File: config.mk
export PLATFORM = sky130hd
export DESIGN_NAME = gamepad_pmod_rx
export DESIGN_NICKNAME = d
export VERILOG_FILES = /design/src/rtl/gamepad_pmod_rx.sv
export SDC_FILE = /design/constraint.sdc
export NUM_CORES = 1
export LEC_CHECK = 0
export BUFFER_PORTS_ARGS = -buffer_cell sky130_fd_sc_hd__buf_2
export CAP_MARGIN = 20
export CORE_MARGIN = 8
export CORE_UTILIZATION = 55
export DETAILED_ROUTE_END_ITERATION = 6
export PLACE_DENSITY = 0.74
export SLEW_MARGIN = 30
export SYNTH_ARGS = -nofsm -noshare
export SYNTH_HDL_FRONTEND = slang
export SYNTH_SLANG_ARGS = --single-unit
File: constraint.sdc
create_clock -name clk -period 7.7 [get_ports clk]
set_clock_uncertainty 0.2 [all_clocks]
set_input_delay 1.155 -clock clk [delete_from_list [all_inputs] [get_ports clk]]
set_output_delay 1.155 -clock clk [all_outputs]
set_load 0.005 [all_outputs]
File: src/rtl/gamepad_pmod_rx.sv
// gamepad_pmod_rx: receives the three-wire Gamepad PMOD stream (latch, clock, data)
// and commits well-formed 24-bit frames as a two-controller button vector.
// buttons[23:12] = controller 1, buttons[11:0] = controller 2; the first bit after
// a latch lands in buttons[23]. A watchdog clears the buttons when the PMOD is silent.
// Optional feature macro: GAMEPAD_PRESENCE_EN (a 12'hFFF half means controller absent).
module gamepad_pmod_rx #(
    parameter int unsigned TIMEOUT_CYCLES = 2**20
) (
    input  logic        clk,
    input  logic        rst_n,
    input  logic        pmod_latch,
    input  logic        pmod_clk,
    input  logic        pmod_data,
    output logic [23:0] buttons,
    output logic        frame_valid,
    output logic        frame_err,
    output logic        connected
);

    localparam int unsigned FRAME_BITS = 24;
    localparam int unsigned CNT_W      = 5;
    localparam int unsigned WD_W       = $clog2(TIMEOUT_CYCLES);
    localparam logic [CNT_W-1:0] CNT_MAX   = CNT_W'(31);
    localparam logic [CNT_W-1:0] CNT_FRAME = CNT_W'(FRAME_BITS);
    localparam logic [WD_W-1:0]  WD_MAX    = WD_W'(TIMEOUT_CYCLES - 1);

    logic             prev_latch_q, prev_latch_d;
    logic             prev_clk_q,   prev_clk_d;
    logic [23:0]      shreg_q,      shreg_d;
    logic [CNT_W-1:0] bit_cnt_q,    bit_cnt_d;
    logic [WD_W-1:0]  wd_cnt_q,     wd_cnt_d;
    logic [23:0]      buttons_q,    buttons_d;
    logic             frame_valid_q, frame_valid_d;
    logic             frame_err_q,   frame_err_d;
    logic             connected_q,   connected_d;

    logic        latch_rise_c;
    logic        clk_rise_c;
    logic        commit_c;
    logic [23:0] commit_val_c;
    logic        commit_conn_c;

    // Edge detection; a latch rise takes priority over a coincident clock rise
    always_comb begin
        latch_rise_c = pmod_latch & ~prev_latch_q;
        clk_rise_c   = pmod_clk & ~prev_clk_q & ~latch_rise_c;
        commit_c     = latch_rise_c && (bit_cnt_q == CNT_FRAME);
    end

`ifdef GAMEPAD_PRESENCE_EN
    // An all-ones half means that controller is unplugged: commit it as released
    always_comb begin
        logic hi_absent;
        logic lo_absent;
        hi_absent     = (shreg_q[23:12] == 12'hFFF);
        lo_absent     = (shreg_q[11:0]  == 12'hFFF);
        commit_val_c  = {hi_absent ? 12'h000 : shreg_q[23:12],
                         lo_absent ? 12'h000 : shreg_q[11:0]};
        commit_conn_c = ~(hi_absent & lo_absent);
    end
`else
    // Raw commit; presence is tracked by the watchdog alone
    always_comb begin
        commit_val_c  = shreg_q;
        commit_conn_c = 1'b1;
    end
`endif

    // Next-state: shifting, frame boundary handling and watchdog
    always_comb begin
        prev_latch_d  = pmod_latch;
        prev_clk_d    = pmod_clk;
        shreg_d       = shreg_q;
        bit_cnt_d     = bit_cnt_q;
        buttons_d     = buttons_q;
        frame_valid_d = 1'b0;
        frame_err_d   = 1'b0;
        connected_d   = connected_q;
        wd_cnt_d      = (wd_cnt_q == WD_MAX) ? wd_cnt_q : wd_cnt_q + WD_W'(1);

        if (latch_rise_c) begin
            bit_cnt_d = '0;
            if (commit_c) begin
                buttons_d     = commit_val_c;
                frame_valid_d = 1'b1;
                connected_d   = commit_conn_c;
                wd_cnt_d      = '0;
            end else begin
                frame_err_d = 1'b1;
            end
        end else if (clk_rise_c) begin
            shreg_d   = {shreg_q[22:0], pmod_data};
            bit_cnt_d = (bit_cnt_q == CNT_MAX) ? CNT_MAX : bit_cnt_q + CNT_W'(1);
        end

        // Silent PMOD: drop everything once the watchdog saturates
        if (!commit_c && (wd_cnt_d == WD_MAX)) begin
            buttons_d   = '0;
            connected_d = 1'b0;
        end
    end

    // State registers; line history resets high so already-high lines give no edge
    always_ff @(posedge clk or negedge rst_n) begin
        if (!rst_n) begin
            prev_latch_q  <= 1'b1;
            prev_clk_q    <= 1'b1;
            shreg_q       <= '0;
            bit_cnt_q     <= '0;
            wd_cnt_q      <= '0;
            buttons_q     <= '0;
            frame_valid_q <= 1'b0;
            frame_err_q   <= 1'b0;
            connected_q   <= 1'b0;
        end else begin
            prev_latch_q  <= prev_latch_d;
            prev_clk_q    <= prev_clk_d;
            shreg_q       <= shreg_d;
            bit_cnt_q     <= bit_cnt_d;
            wd_cnt_q      <= wd_cnt_d;
            buttons_q     <= buttons_d;
            frame_valid_q <= frame_valid_d;
            frame_err_q   <= frame_err_d;
            connected_q   <= connected_d;
        end
    end

    assign buttons     = buttons_q;
    assign frame_valid = frame_valid_q;
    assign frame_err   = frame_err_q;
    assign connected   = connected_q;

endmodule

==> flow_metrics.env <==
export IMPL_outcome="complete, no violations"
export IMPL_final_max_slew_viol_count=0
export IMPL_finish_utilization=0.623
export IMPL_ios=32
export IMPL_final_cells=412
export IMPL_critPathMaxStageDelay_ps=630
export IMPL_maxCapViolations=0
export IMPL_nNetsFinal=335
export IMPL_num_rows=30
export IMPL_yosysSeqAreaShare=0.522
export IMPL_setup_viol=0
export IMPL_tns_ps=0
export IMPL_stdcell_area_um2=4160
export IMPL_start_util=0.560
export IMPL_fp_dieW_um=98.5
export IMPL_synth_edf_count=0
export IMPL_yosysMostFrequentCell="dfrtp_1"
export IMPL_clock_tree_root_cell="clkbuf_8"
export IMPL_cts_buffers=9
export IMPL_dp_slack_ps=3480
export IMPL_worstSetupPathType="in2reg"
export IMPL_fin_total_pwr_uw=915
export IMPL_drt_iter0_markers=131
export IMPL_htree_levels=3
export IMPL_clk_pin_slew_worst_paths_ps=80
export IMPL_crit_required_ps=7730
export IMPL_crit_chain="buf_2 > nor2b_1 > nand2_4 > inv_2 > a211oi_2 > nand4b_4 > nor4_4 > buf_4 > a21oi_1"
export IMPL_grt_use_total=0.153
export IMPL_finalWorstPathRequiredPeriod_ps=3830
export IMPL_nFillCells=554
export IMPL_wl_mm=6.95
export IMPL_ys_seq_elements=78
export IMPL_post_cts_buffers=0
export IMPL_coreArea_um2=6680
export IMPL_synthTopCellsByArea="dfrtp_1 51%, mux2_2 7.2%, mux2i_1 6.4%"
export IMPL_hold_viol=0
export IMPL_synth_top_area_frac=0.508
export IMPL_fin_ws_ps=3870
export IMPL_p_per_area_nw_per_um2=220
export IMPL_synthArstFlopShare=1.00
export IMPL_tightest_slew_ps=694
export IMPL_multi_input_area_um2=1640
export IMPL_drive_above_1_share=0.358
export IMPL_max_freq_mhz=261
export IMPL_ant_nets=0
export IMPL_crit_arrival_ps=3860
export IMPL_start_kind="input pin"
export IMPL_vias=2404
export IMPL_n_antenna_cell=0
export IMPL_hpwl_mm=4.59
export IMPL_cts_sinks=78
export IMPL_ir_worst_vdd_v=0.000177
export IMPL_synth_common_cells="76 x dfrtp_1, 24 x mux2_2, 24 x mux2i_1"
export IMPL_cp_slowest_cell="nor4_4"
export IMPL_clkLatencyLatePin_ps=360
export IMPL_grt_pass1_vias=2488
export IMPL_areaGrowthSynthToFinish_pct=11.1
export IMPL_worst_path_max_fanout=32
export IMPL_cts_tree="built"
export IMPL_via_per_inst=5.83
export IMPL_slew_headroom=0.537
export IMPL_wl_per_cell_um=16.9
export IMPL_netlist_area_um2=3740
export IMPL_p_leak_nw=2.07
export IMPL_grt_max_degree=79
export IMPL_io_buffers=31
export IMPL_synth_cells=297
export IMPL_fin_crit_sh=0.497
export IMPL_hold_path_class="reg2reg"
export IMPL_ys_warn_count=0
export IMPL_dp_cells=396
export IMPL_antenna_found_initial=0
export IMPL_synth_cell_types=50
export IMPL_endpoint_kind="flop"
export IMPL_grt_pass1_wl_mm=12.0
export IMPL_gr_total_overflow=0
export IMPL_dpl_cell_area_um2=3900
export IMPL_hold_ws_ps=327
export IMPL_avgSynthCellArea_um2=12.6
export IMPL_yosys_area_top_type="dfrtp_1"
export IMPL_dieArea_um2=9710
export IMPL_clockBufferDepth=2
export IMPL_ys_flop_type="dfrtp_1"
export IMPL_cts_hold_buf=0
export IMPL_syn_nets=305
export IMPL_cts_resized=0
export IMPL_register_area_um2=1950
export IMPL_firstDrtPassIters=4
export IMPL_die_h_um=98.5
export IMPL_drc=0
export IMPL_grt_setup_unrepaired="false"
export IMPL_routabilityCongestion=0.854
==> area by class of cell <==
class / instances / area share
clock buffer: 10 / 0.0331
clock inverter: 6 / 0.0283
inverter: 7 / 0.00631
multi-input combinational: 197 / 0.394
sequential: 78 / 0.470
tap: 80 / 0.0241
timing repair buffer: 34 / 0.0442
==> power by group <==
part	total [mW]	internal [mW]	leakage [nW]	switching (mW)
Sequential	0.471	0.445	0.994	0.0264
Clock	0.385	0.227	0.125	0.159
Combinational	0.0582	0.0337	0.949	0.0245
==> worst paths after layout <==
path	cells past startpoint	from	slack, ps	to
setup reg to reg	10	bit_cnt_q[0]$_DFFE_PN0P_	4110	buttons[23]$_DFFE_PN0P_
max in group asynchronous	1	rst_n	6210	commit_val_c[22]$_DFFE_PN0P_
setup / recovery	9	pmod_latch	3870	buttons[23]$_DFFE_PN0P_
hold / removal	1	commit_val_c[2]$_DFFE_PN0P_	330	commit_val_c[3]$_DFFE_PN0P_
min in group asynchronous	1	rst_n	600	wd_cnt_q[3]$_DFF_PN0_
hold reg to reg	1	commit_val_c[2]$_DFFE_PN0P_	330	commit_val_c[3]$_DFFE_PN0P_
==> flip-flops by register name, summed over array words and instances (netlist names) <==
name          count
bit_cnt_q         5
connected         1
wd_cnt_q         20
frame_err         1
commit_val_c     24
prev_latch_q      1
buttons          24
prev_clk_q        1
frame_valid       1
==> critical path: cells and delay by family <==
kind	cells	cell delay, ps
simple gates	4	1440
buf+inv	3	820
compound gates	2	420
==> cell usage in the layout, fill, tap and decap left out, drive strengths merged, types with 2 or more instances in the layout <==
master | Yosys | final
dfrtp | 76 | 76
buf | 11 | 34
a21oi | 32 | 32
mux2i | 24 | 24
mux2 | 24 | 24
nor2 | 19 | 19
nand3 | 11 | 11
clkbuf | 3 | 10
nand4 | 9 | 9
inv | 7 | 8
xnor2 | 7 | 7
nand2 | 7 | 7
and4 | 7 | 7
a31oi | 6 | 6
o21ai | 5 | 5
and3 | 5 | 5
nor3 | 4 | 4
xor2 | 4 | 4
nor2b | 3 | 3
o211ai | 3 | 3
a41oi | 3 | 3
ha | 3 | 3
bufinv | 0 | 3
nor4 | 3 | 3
a211oi | 3 | 3
nor3b | 2 | 2
a2111oi | 2 | 2
o21a | 2 | 2
dfstp | 2 | 2
==> routing by layer <==
layer  wire, um  GRT usage  share of wire  vias to the layer above
met5          0          0              0                        -
met4         92     0.0767          0.013                        0
met3        324     0.0275          0.047                       11
met2       3190      0.231           0.46                       56
met1       3340      0.207           0.48                     1175
li1           -          -              -                     1162
==> cell families (layout without fill, tap and decap cells) <==
group           after synthesis  in the layout  synth area share
flops                        78             78             0.522
simple gates                 75             75             0.135
buf+inv                      22             57            0.0404
compound gates               60             60             0.130
mux                          48             48             0.136
fa+ha+maj                     3              3            0.0100
xor+xnor                     11             11            0.0257
(Power assumes the default switching activity.)
